===== src/rtl/invol_arbiter.sv =====
// Round-robin arbiter that frames one unit's unsolicited message at a time for the packet encoder.
// Define INVOL_ARBITER_STATS_EN to add saturating stat_msgs / stat_aborts counters.
module invol_arbiter #(
    parameter int NUNITS    = 4,
    parameter int MAX_WORDS = 8,
    parameter int TIMEOUT   = 1024
) (
    input  logic                 clk,
    input  logic                 rst_n,
    input  logic [NUNITS-1:0]    invol_req,
    output logic [NUNITS-1:0]    invol_grant,
    input  logic [32*NUNITS-1:0] param_data,
    input  logic [NUNITS-1:0]    param_write,
    input  logic                 cmd_busy,
    input  logic [7:0]           out_space,
    output logic [31:0]          msg_data,
    output logic                 msg_write,
    output logic                 msg_end,
    output logic                 msg_abort
`ifdef INVOL_ARBITER_STATS_EN
    ,
    output logic [15:0]          stat_msgs,
    output logic [15:0]          stat_aborts
`endif
);
    localparam int IDX_W = $clog2(NUNITS);
    localparam int CNT_W = $clog2(MAX_WORDS + 1);
    localparam int TMR_W = $clog2(TIMEOUT);
    localparam logic [CNT_W-1:0] CNT_MAX   = CNT_W'(MAX_WORDS);
    localparam logic [TMR_W-1:0] TMR_LAST  = TMR_W'(TIMEOUT - 1);
    localparam logic [7:0]       SPACE_MIN = 8'(MAX_WORDS);

    typedef enum logic [1:0] {S_IDLE, S_GRANT, S_GAP} state_t;

    state_t            state_q, state_d;
    logic [IDX_W-1:0]  rr_q, rr_d;
    logic [IDX_W-1:0]  sel_q, sel_d;
    logic [NUNITS-1:0] grant_q, grant_d;
    logic [CNT_W-1:0]  count_q, count_d;
    logic [TMR_W-1:0]  timer_q, timer_d;
    logic [31:0]       data_q, data_d;
    logic              wr_q, wr_d, end_q, end_d, abort_q, abort_d;

    logic              pick_found;
    logic [IDX_W-1:0]  pick_idx;
    int                cand;
    logic              sel_req, sel_wr;
    logic [31:0]       sel_data;

    // Scan downward so the candidate closest to rr (at or after it, wrapping) wins last.
    always_comb begin
        pick_found = 1'b0;
        pick_idx   = '0;
        cand       = 0;
        for (int k = NUNITS - 1; k >= 0; k--) begin
            cand = int'(rr_q) + k;
            if (cand >= NUNITS) cand = cand - NUNITS;
            if (invol_req[IDX_W'(cand)]) begin
                pick_found = 1'b1;
                pick_idx   = IDX_W'(cand);
            end
        end
    end

    always_comb begin
        sel_req  = 1'b0;
        sel_wr   = 1'b0;
        sel_data = '0;
        for (int i = 0; i < NUNITS; i++) begin
            if (sel_q == IDX_W'(i)) begin
                sel_req  = invol_req[i];
                sel_wr   = param_write[i];
                sel_data = param_data[32*i +: 32];
            end
        end
    end

    always_comb begin
        state_d = state_q;
        rr_d    = rr_q;
        sel_d   = sel_q;
        grant_d = grant_q;
        count_d = count_q;
        timer_d = timer_q;
        data_d  = data_q;
        wr_d    = 1'b0;
        end_d   = 1'b0;
        abort_d = 1'b0;
        unique case (state_q)
            S_IDLE: begin
                if (!cmd_busy && (out_space >= SPACE_MIN) && pick_found) begin
                    state_d = S_GRANT;
                    sel_d   = pick_idx;
                    grant_d = {{(NUNITS-1){1'b0}}, 1'b1} << pick_idx;
                    rr_d    = (pick_idx == IDX_W'(NUNITS - 1)) ? '0 : pick_idx + IDX_W'(1);
                    count_d = '0;
                    timer_d = '0;
                end
            end
            S_GRANT: begin
                if (!sel_req) begin
                    end_d   = 1'b1;
                    data_d  = sel_data;
                    grant_d = '0;
                    state_d = S_GAP;
                end else if (sel_wr && (count_q == CNT_MAX)) begin
                    abort_d = 1'b1;
                    grant_d = '0;
                    state_d = S_GAP;
                end else if (timer_q == TMR_LAST) begin
                    abort_d = 1'b1;
                    grant_d = '0;
                    state_d = S_GAP;
                end else if (sel_wr) begin
                    wr_d    = 1'b1;
                    data_d  = sel_data;
                    count_d = count_q + CNT_W'(1);
                    timer_d = '0;
                end else begin
                    timer_d = timer_q + TMR_W'(1);
                end
            end
            S_GAP:   state_d = S_IDLE;
            default: state_d = S_IDLE;
        endcase
    end

    always_ff @(posedge clk or negedge rst_n) begin
        if (!rst_n) begin
            state_q <= S_IDLE;
            rr_q    <= '0;
            sel_q   <= '0;
            grant_q <= '0;
            count_q <= '0;
            timer_q <= '0;
            data_q  <= '0;
            wr_q    <= 1'b0;
            end_q   <= 1'b0;
            abort_q <= 1'b0;
        end else begin
            state_q <= state_d;
            rr_q    <= rr_d;
            sel_q   <= sel_d;
            grant_q <= grant_d;
            count_q <= count_d;
            timer_q <= timer_d;
            data_q  <= data_d;
            wr_q    <= wr_d;
            end_q   <= end_d;
            abort_q <= abort_d;
        end
    end

    assign invol_grant = grant_q;
    assign msg_data    = data_q;
    assign msg_write   = wr_q;
    assign msg_end     = end_q;
    assign msg_abort   = abort_q;

`ifdef INVOL_ARBITER_STATS_EN
    logic [15:0] msgs_q, msgs_d, aborts_q, aborts_d;

    function automatic logic [15:0] sat_inc(input logic [15:0] v, input logic en);
        return (en && (v != 16'hFFFF)) ? v + 16'd1 : v;
    endfunction

    always_comb begin
        msgs_d   = sat_inc(msgs_q, end_d);
        aborts_d = sat_inc(aborts_q, abort_d);
    end

    always_ff @(posedge clk or negedge rst_n) begin
        if (!rst_n) begin
            msgs_q   <= '0;
            aborts_q <= '0;
        end else begin
            msgs_q   <= msgs_d;
            aborts_q <= aborts_d;
        end
    end

    assign stat_msgs   = msgs_q;
    assign stat_aborts = aborts_q;
`endif
endmodule


===== config.mk =====
export PLATFORM = sky130hd
export DESIGN_NAME = invol_arbiter
export DESIGN_NICKNAME = d
export VERILOG_FILES = /design/src/rtl/invol_arbiter.sv
export SDC_FILE = /design/constraint.sdc
export NUM_CORES = 1
export LEC_CHECK = 0
export ABC_AREA = 1
export CAP_MARGIN = 0
export CORE_MARGIN = 3
export CORE_UTILIZATION = 35
export CTS_CLUSTER_SIZE = 8
export DETAILED_ROUTE_END_ITERATION = 8
export PLACE_DENSITY = 0.71
export SLEW_MARGIN = 30
export SYNTH_ARGS = -nofsm -noshare
export SYNTH_HDL_FRONTEND = slang
export SYNTH_SLANG_ARGS = --single-unit

===== constraint.sdc =====
create_clock -name clk -period 2.57 [get_ports clk]
set_input_delay 0.514 -clock clk [delete_from_list [all_inputs] [get_ports clk]]
set_output_delay 0.514 -clock clk [all_outputs]
set_load 0.01 [all_outputs]

**After elaboration in Yosys (flattened, before gate mapping)**

Index checks and enable logic that the tools add are counted.
W data, S select, Z words.

- Multiplexer cells: 74
- Magnitude comparators: 9
- Shifts and indexed selects: 1
- Add/sub/neg operators: 10
- Reduce and logical (&&, ||, !) cells: 13
- Eq/ne operators: 16

Operators by type and width:

| operator | number |
|---|---|
| $mux W32 | 8 |
| $mux W10 | 5 |
| $mux W4 | 9 |
| $mux W1 | 31 |
| $mux W2 | 13 |
| $pmux W10 S2 | 1 |
| $lt A2 B4 Y1 const B | 4 |
| $pmux W4 S2 | 2 |
| $ne A2 B2 Y1 const B | 7 |
| $add A10 B1 Y10 const B | 1 |
| $eq A10 B10 Y1 const B | 1 |
| $ge A3 B3 Y1 const B | 3 |
| $bmux W1 S2 | 4 |
| $ge A8 B4 Y1 const B | 1 |
| $sub A2 B1 Y2 const B | 4 |
| $add A2 B2 Y3 const B | 2 |
| $eq A2 B2 Y1 const B | 3 |
| $reduce_and A6 Y1 | 1 |
| $reduce_and A5 Y1 | 1 |
| $add A4 B1 Y4 const B | 1 |
| $eq A2 B1 Y1 const B | 2 |
| $eq A4 B4 Y1 const B | 1 |
| $logic_not A2 Y1 | 2 |
| $ne A4 B4 Y1 const B | 1 |
| other kinds (12) | 15 |

- Register bits after elaboration: 59
- Logic and storage cells: 133

**Longest topological paths before layout**

- Depth in word-level cells: 13
- Mapped depth: 16
- Mapped depth without buffers: 15

**Worst setup path before layout**

No wires, ideal clock.

- Kind: register to register
- Start point: register rr_q[0]
- End point: register rr_q[1]
- Data arrival time: 1.652 ns
- Path buffers: 1
- Stages on the path, launching flop included: 15
- Slack: 0.792 ns
- Data required time: 2.444 ns
- Path through: dfrtp_1 > buf_4 > inv_2 > nand2_1 > nand2_1 > nand2_1 > nand2_1 > inv_1 > a21oi_1 > nand2_1 > nand2_1 > inv_1 > ha_1 > nand2_1 > o21ai_0

- Cells in the longest elaborated chain, start to end: 12
- Elaborated cells between the ends (all ways): 40

RTL lines:

| item | RTL line | RTL |
|---|---|---|
| from (decl) | 36 | `logic [IDX_W-1:0] rr_q, rr_d;` |
| from (signal assigned) | 142 | `rr_q <= rr_d;` |
| $add A2 B2 Y3 | 56 | `cand = int'(rr_q) + k;` |
| $ge A3 B3 Y1 / $sub A2 B1 Y2 (equally long branches) | 57 | `if (cand >= NUNITS) cand = cand - NUNITS;` |
| $mux W2 | 57 |  |
| $bmux W1 S2 | 58 | `if (invol_req[IDX_W'(cand)]) begin` |
| $mux W1 (implied by the code) (2 in a row) | 58 |  |
| $mux W2 (3 in a row) | 58 |  |
| $mux W2 * | 58 |  |
| via pick_idx[0] | 45 | `logic [IDX_W-1:0] pick_idx;` |
| $add A2 B1 Y2 / $eq A2 B2 Y1 (equally long branches) | 95 | `rr_d = (pick_idx == IDX_W'(NUNITS - 1)) ? '0 : pick_idx + IDX_W'(1);` |
| $mux W2 * | 95 |  |

The timed path passes the listed nets; every way through them passes the cells marked *. The select of a mux whose other input is x is not followed.
A chain may end at the register's enable or synchronous reset.

**Worst setup path after layout**

- Start point: input invol_req[0]
- End point: register grant_q[0], in the netlist invol_grant[0]

- Cells in the longest elaborated chain, start to end: 10
- Elaborated cells between the ends (all ways): 32

RTL lines:

| item | RTL line | RTL |
|---|---|---|
| from (decl) | 10 | `input logic [NUNITS-1:0] invol_req,` |
| $bmux W1 S2 | 58 |  |
| $mux W1 (implied by the code) (2 in a row) | 58 |  |
| $mux W2 (3 in a row) | 58 |  |
| $mux W2 * | 58 |  |
| via pick_idx[1] | 45 |  |
| $shl A1 B2 Y4 * | 94 | `grant_d = {{(NUNITS-1){1'b0}}, 1'b1} << pick_idx;` |
| $mux W4 * | 91 | `if (!cmd_busy && (out_space >= SPACE_MIN) && pick_found) begin` |
| $pmux W4 S2 * | 89 | `unique case (state_q)` |
| to (signal assigned) | 144 | `grant_q <= grant_d;` |
| to (decl) | 38 | `logic [NUNITS-1:0] grant_q, grant_d;` |

Marks and branches as above.

==> reports/results.ini <==
[route]
drt_pre_antenna_iters = 4
drc = 0
vias_per_cell = 4.970
vias = 4453
drtIter0Drc = 295
ant_nets = 0
wl_mm = 12.89
routedWlPerCell_um = 14.38

[layout]
nNetsFinal = 909
layout.cells.non_filler = 896
utilization_pct = 57.39
area_growth_pct = 56.36
diodes = 0
fillers = 976
drive_above_1_share_pct = 6.974

[logic_synthesis]
synth_xor_area_share_pct = 0.9044
synthAdderAreaFrac_pct = 2.261
syn_inst = 579
yosysTopAreaCell = dfrtp_1
syn_area_um2 = 3874
synth_area_leaders = dfrtp_1 (38%), nand2_1 (25%), nand3_1 (11%)
synth_top_family_by_area = simple AND/OR/NAND/NOR gates
synth_top_area_share_pct = 38.11
synth-warning-count = 0
syn-num-nets = 733
synth_cell_type_count = 32
synth_seq_cells = 59
synth.avg_cell_area_um2 = 6.690
synth-compound-area-share_pct = 2.939
synthMuxAreaShare_pct = 0
ys_seq_area_share_pct = 38.11
synth-simple-area-share_pct = 48.00

[worst_setup_path]
critPathKind = input pin to flip-flop
critPathBufInv = 4
crit_path_start = invol_req[0]
worstPathArrival_ns = 2.36
crit_slowest_cell = clkdlybuf4s50_1
reg2regPathDepth = 13
critPathCapture = invol_grant[0]$_DFFE_PN0P_
reg2reg_slack_ns = 0.50
worst_setup_path_end_kind = flip-flop
worstReg2RegStart = rr_q[0]$_DFFE_PN0P_
r2r-end = invol_grant[0]$_DFFE_PN0P_
max_stage_delay_ns = 0.51
cp.required_ns = 2.80
start_kind = input pin
cpLargestDelayFamily = buffers and inverters
worst-path-stages = 13
crit_top_cell = nand2_1
cp_max_fo = 4
cp_cell_sequence = clkdlybuf4s50_1 -> nand2_1 -> nand2_1 -> nand2_1 -> nand2_1 -> inv_1 -> a31oi_1 -> inv_1 -> ha_1 -> inv_1 -> nor2_1 -> nand3_1 -> nand2_1

[clock_network]
cts.sinks = 59
cts_buffer_depth = 2
cts_hold_buf = 0
tritoncts = done
clock_latency_ns = 0.34
ctsHtreeMaxLevel = 3
cts_inserted_buffers = 9
clkTransAtPathRegs_ns = 0.07
post-cts-setup-buffers = 0
post_cts_resized = 0
root_buffer = clkbuf_8

[placed_design]
placed_cells = 880
dp_hpwl_mm = 9.794
place_ws_ns = 0.1056
port_buffers = 182
globalplace.congestion = 0.8364

[timing]
setup_viol = 0
hold_viol_final = 0
setup_slack_ns = 0.4431
min_period_ns = 2.127
rsz0062_at_grt = false
max_freq_ghz = 0.4702
fin_crit_sh_pct = 82.76
fin_tns_setup_ns = 0
tightest_slew_ns = 0.6991
clock-skew-final_ns = 0.009573
slew_violations = 0
slew_headroom_pct = 53.39

[floorplan]
initial_utilization_pct = 36.70
fp.dieArea_um2 = 12370
rows = 37
coreArea_um2 = 10560
die_w_um = 111.2
io_pins = 186
die_h_um = 111.2

[job]
max_cap_violations = 0

[power_and_ir_drop]
power.density_nw_per_um2 = 1043
leakage_nw = 2.795
ir_worst_vdd_mv = 0.4930

[outcome]
status = finished, final reports clean

[global_routing]
grt_usage_pct = 21.02
grt_pass1_wl_mm = 21.50
grt_max_degree = 33
antenna_found_initial = 0
overflow = 0
first_global_vias = 4456

[min_path]
hp-class = input pin to asynchronous set/reset pin

-- state kept, by name (all words and copies together) (netlist names) --
signal       cells
msg_data        32
timer_q         10
count_q          4
invol_grant      4
rr_q             2
sel_q            2
state_q          2
msg_abort        1
msg_end          1
msg_write        1
-- Yosys cell counts (all sizes together) --
master	count
o211ai	1
buf	14
dfrtp	59
nor3	6
xnor2	1
o21ai	17
nor4	1
nand3b	1
or2	2
nand4	35
nor2	27
a21oi	3
and3b	1
xor2	3
inv	39
nand3	87
nand2	259
clkbuf	15
a31oi	1
ha	7
-- how the worst min path moves through the flow --
stage / from / end / slack (ns) / depth (start not counted)
floorplan: rst_n / count_q[0]$_DFFE_PN0P_ / 0.22 / 0
global placement: invol_grant[2]$_DFFE_PN0P_ / invol_grant[2]$_DFFE_PN0P_ / 0.46 / 2
detailed placement: invol_grant[1]$_DFFE_PN0P_ / invol_grant[1]$_DFFE_PN0P_ / 0.46 / 2
CTS: rst_n / msg_data[31]$_DFFE_PN0P_ / 0.24 / 1
global route: rst_n / msg_data[0]$_DFFE_PN0P_ / 0.26 / 1
finish: rst_n / invol_grant[1]$_DFFE_PN0P_ / 0.22 / 1
-- through the flow --
stage | cell area, um^2 | hold WS (ns) | total power [mW]
after floorplan | 3874 | 0.2184 | 3.893
after detailed placement | 5808 | 0.4649 | 5.305
final | 6057 | 0.2182 | 6.317
after CTS | 6057 | 0.2377 | 6.386
after global routing | 6057 | 0.2603 | 6.916
after global placement | 5808 | 0.4608 | 5.209
-- final cells by class --
| type | count | area (um^2) | share of cell area [%] |
|---|---|---|---|
| Tap cell | 136 | 170.2 | 2.809 |
| Multi-Input combinational cell | 452 | 2096 | 34.60 |
| Clock inverter | 7 | 125.1 | 2.066 |
| Sequential cell | 59 | 1476 | 24.38 |
| Inverter | 39 | 146.4 | 2.417 |
| Timing Repair Buffer | 194 | 1919 | 31.69 |
| Clock buffer | 9 | 123.9 | 2.045 |
-- per-layer routing --
metal  up-vias  wire length (um)  track usage, %
li1       2237                 -               -
met1      2024              5231           25.16
met2       176              6472           36.99
met3        16              1025           6.277
met4         0               159           4.947
met5         -                 0               0
-- cell usage in the layout (no fill, tap or decap), drive strengths merged, types with 3 or more instances in the layout --
cell type      Yosys  final
a21oi              3      3
bufinv             0      3
nor2              27     27
nand3             87     87
clkdlybuf4s50      0    181
inv               39     40
dfrtp             59     59
nor3               6      6
nand4             35     35
xor2               3      3
clkinv             0      3
o21ai             17     17
clkbuf            15      9
nand2            259    259
ha                 7      7
buf               14     13
-- cell families (layout without fill, tap and decap cells) --
group,after synthesis,after routing
buffers and inverters,68,249
adder cells (fa/ha/maj),7,7
AND/OR/NAND/NOR,419,419
AO/OA/AOI/OAI,22,22
XOR/XNOR,4,4
flip-flops,59,59
-- power breakdown --
part | switching, mW | total (mW) | internal (mW)
combinational | 2.24 | 3.73 | 1.49
sequential | 0.253 | 1.53 | 1.28
clock | 0.405 | 1.06 | 0.652
total | 2.90 | 6.32 | 3.42
Note: power is estimated with default switching activity, not from simulation.
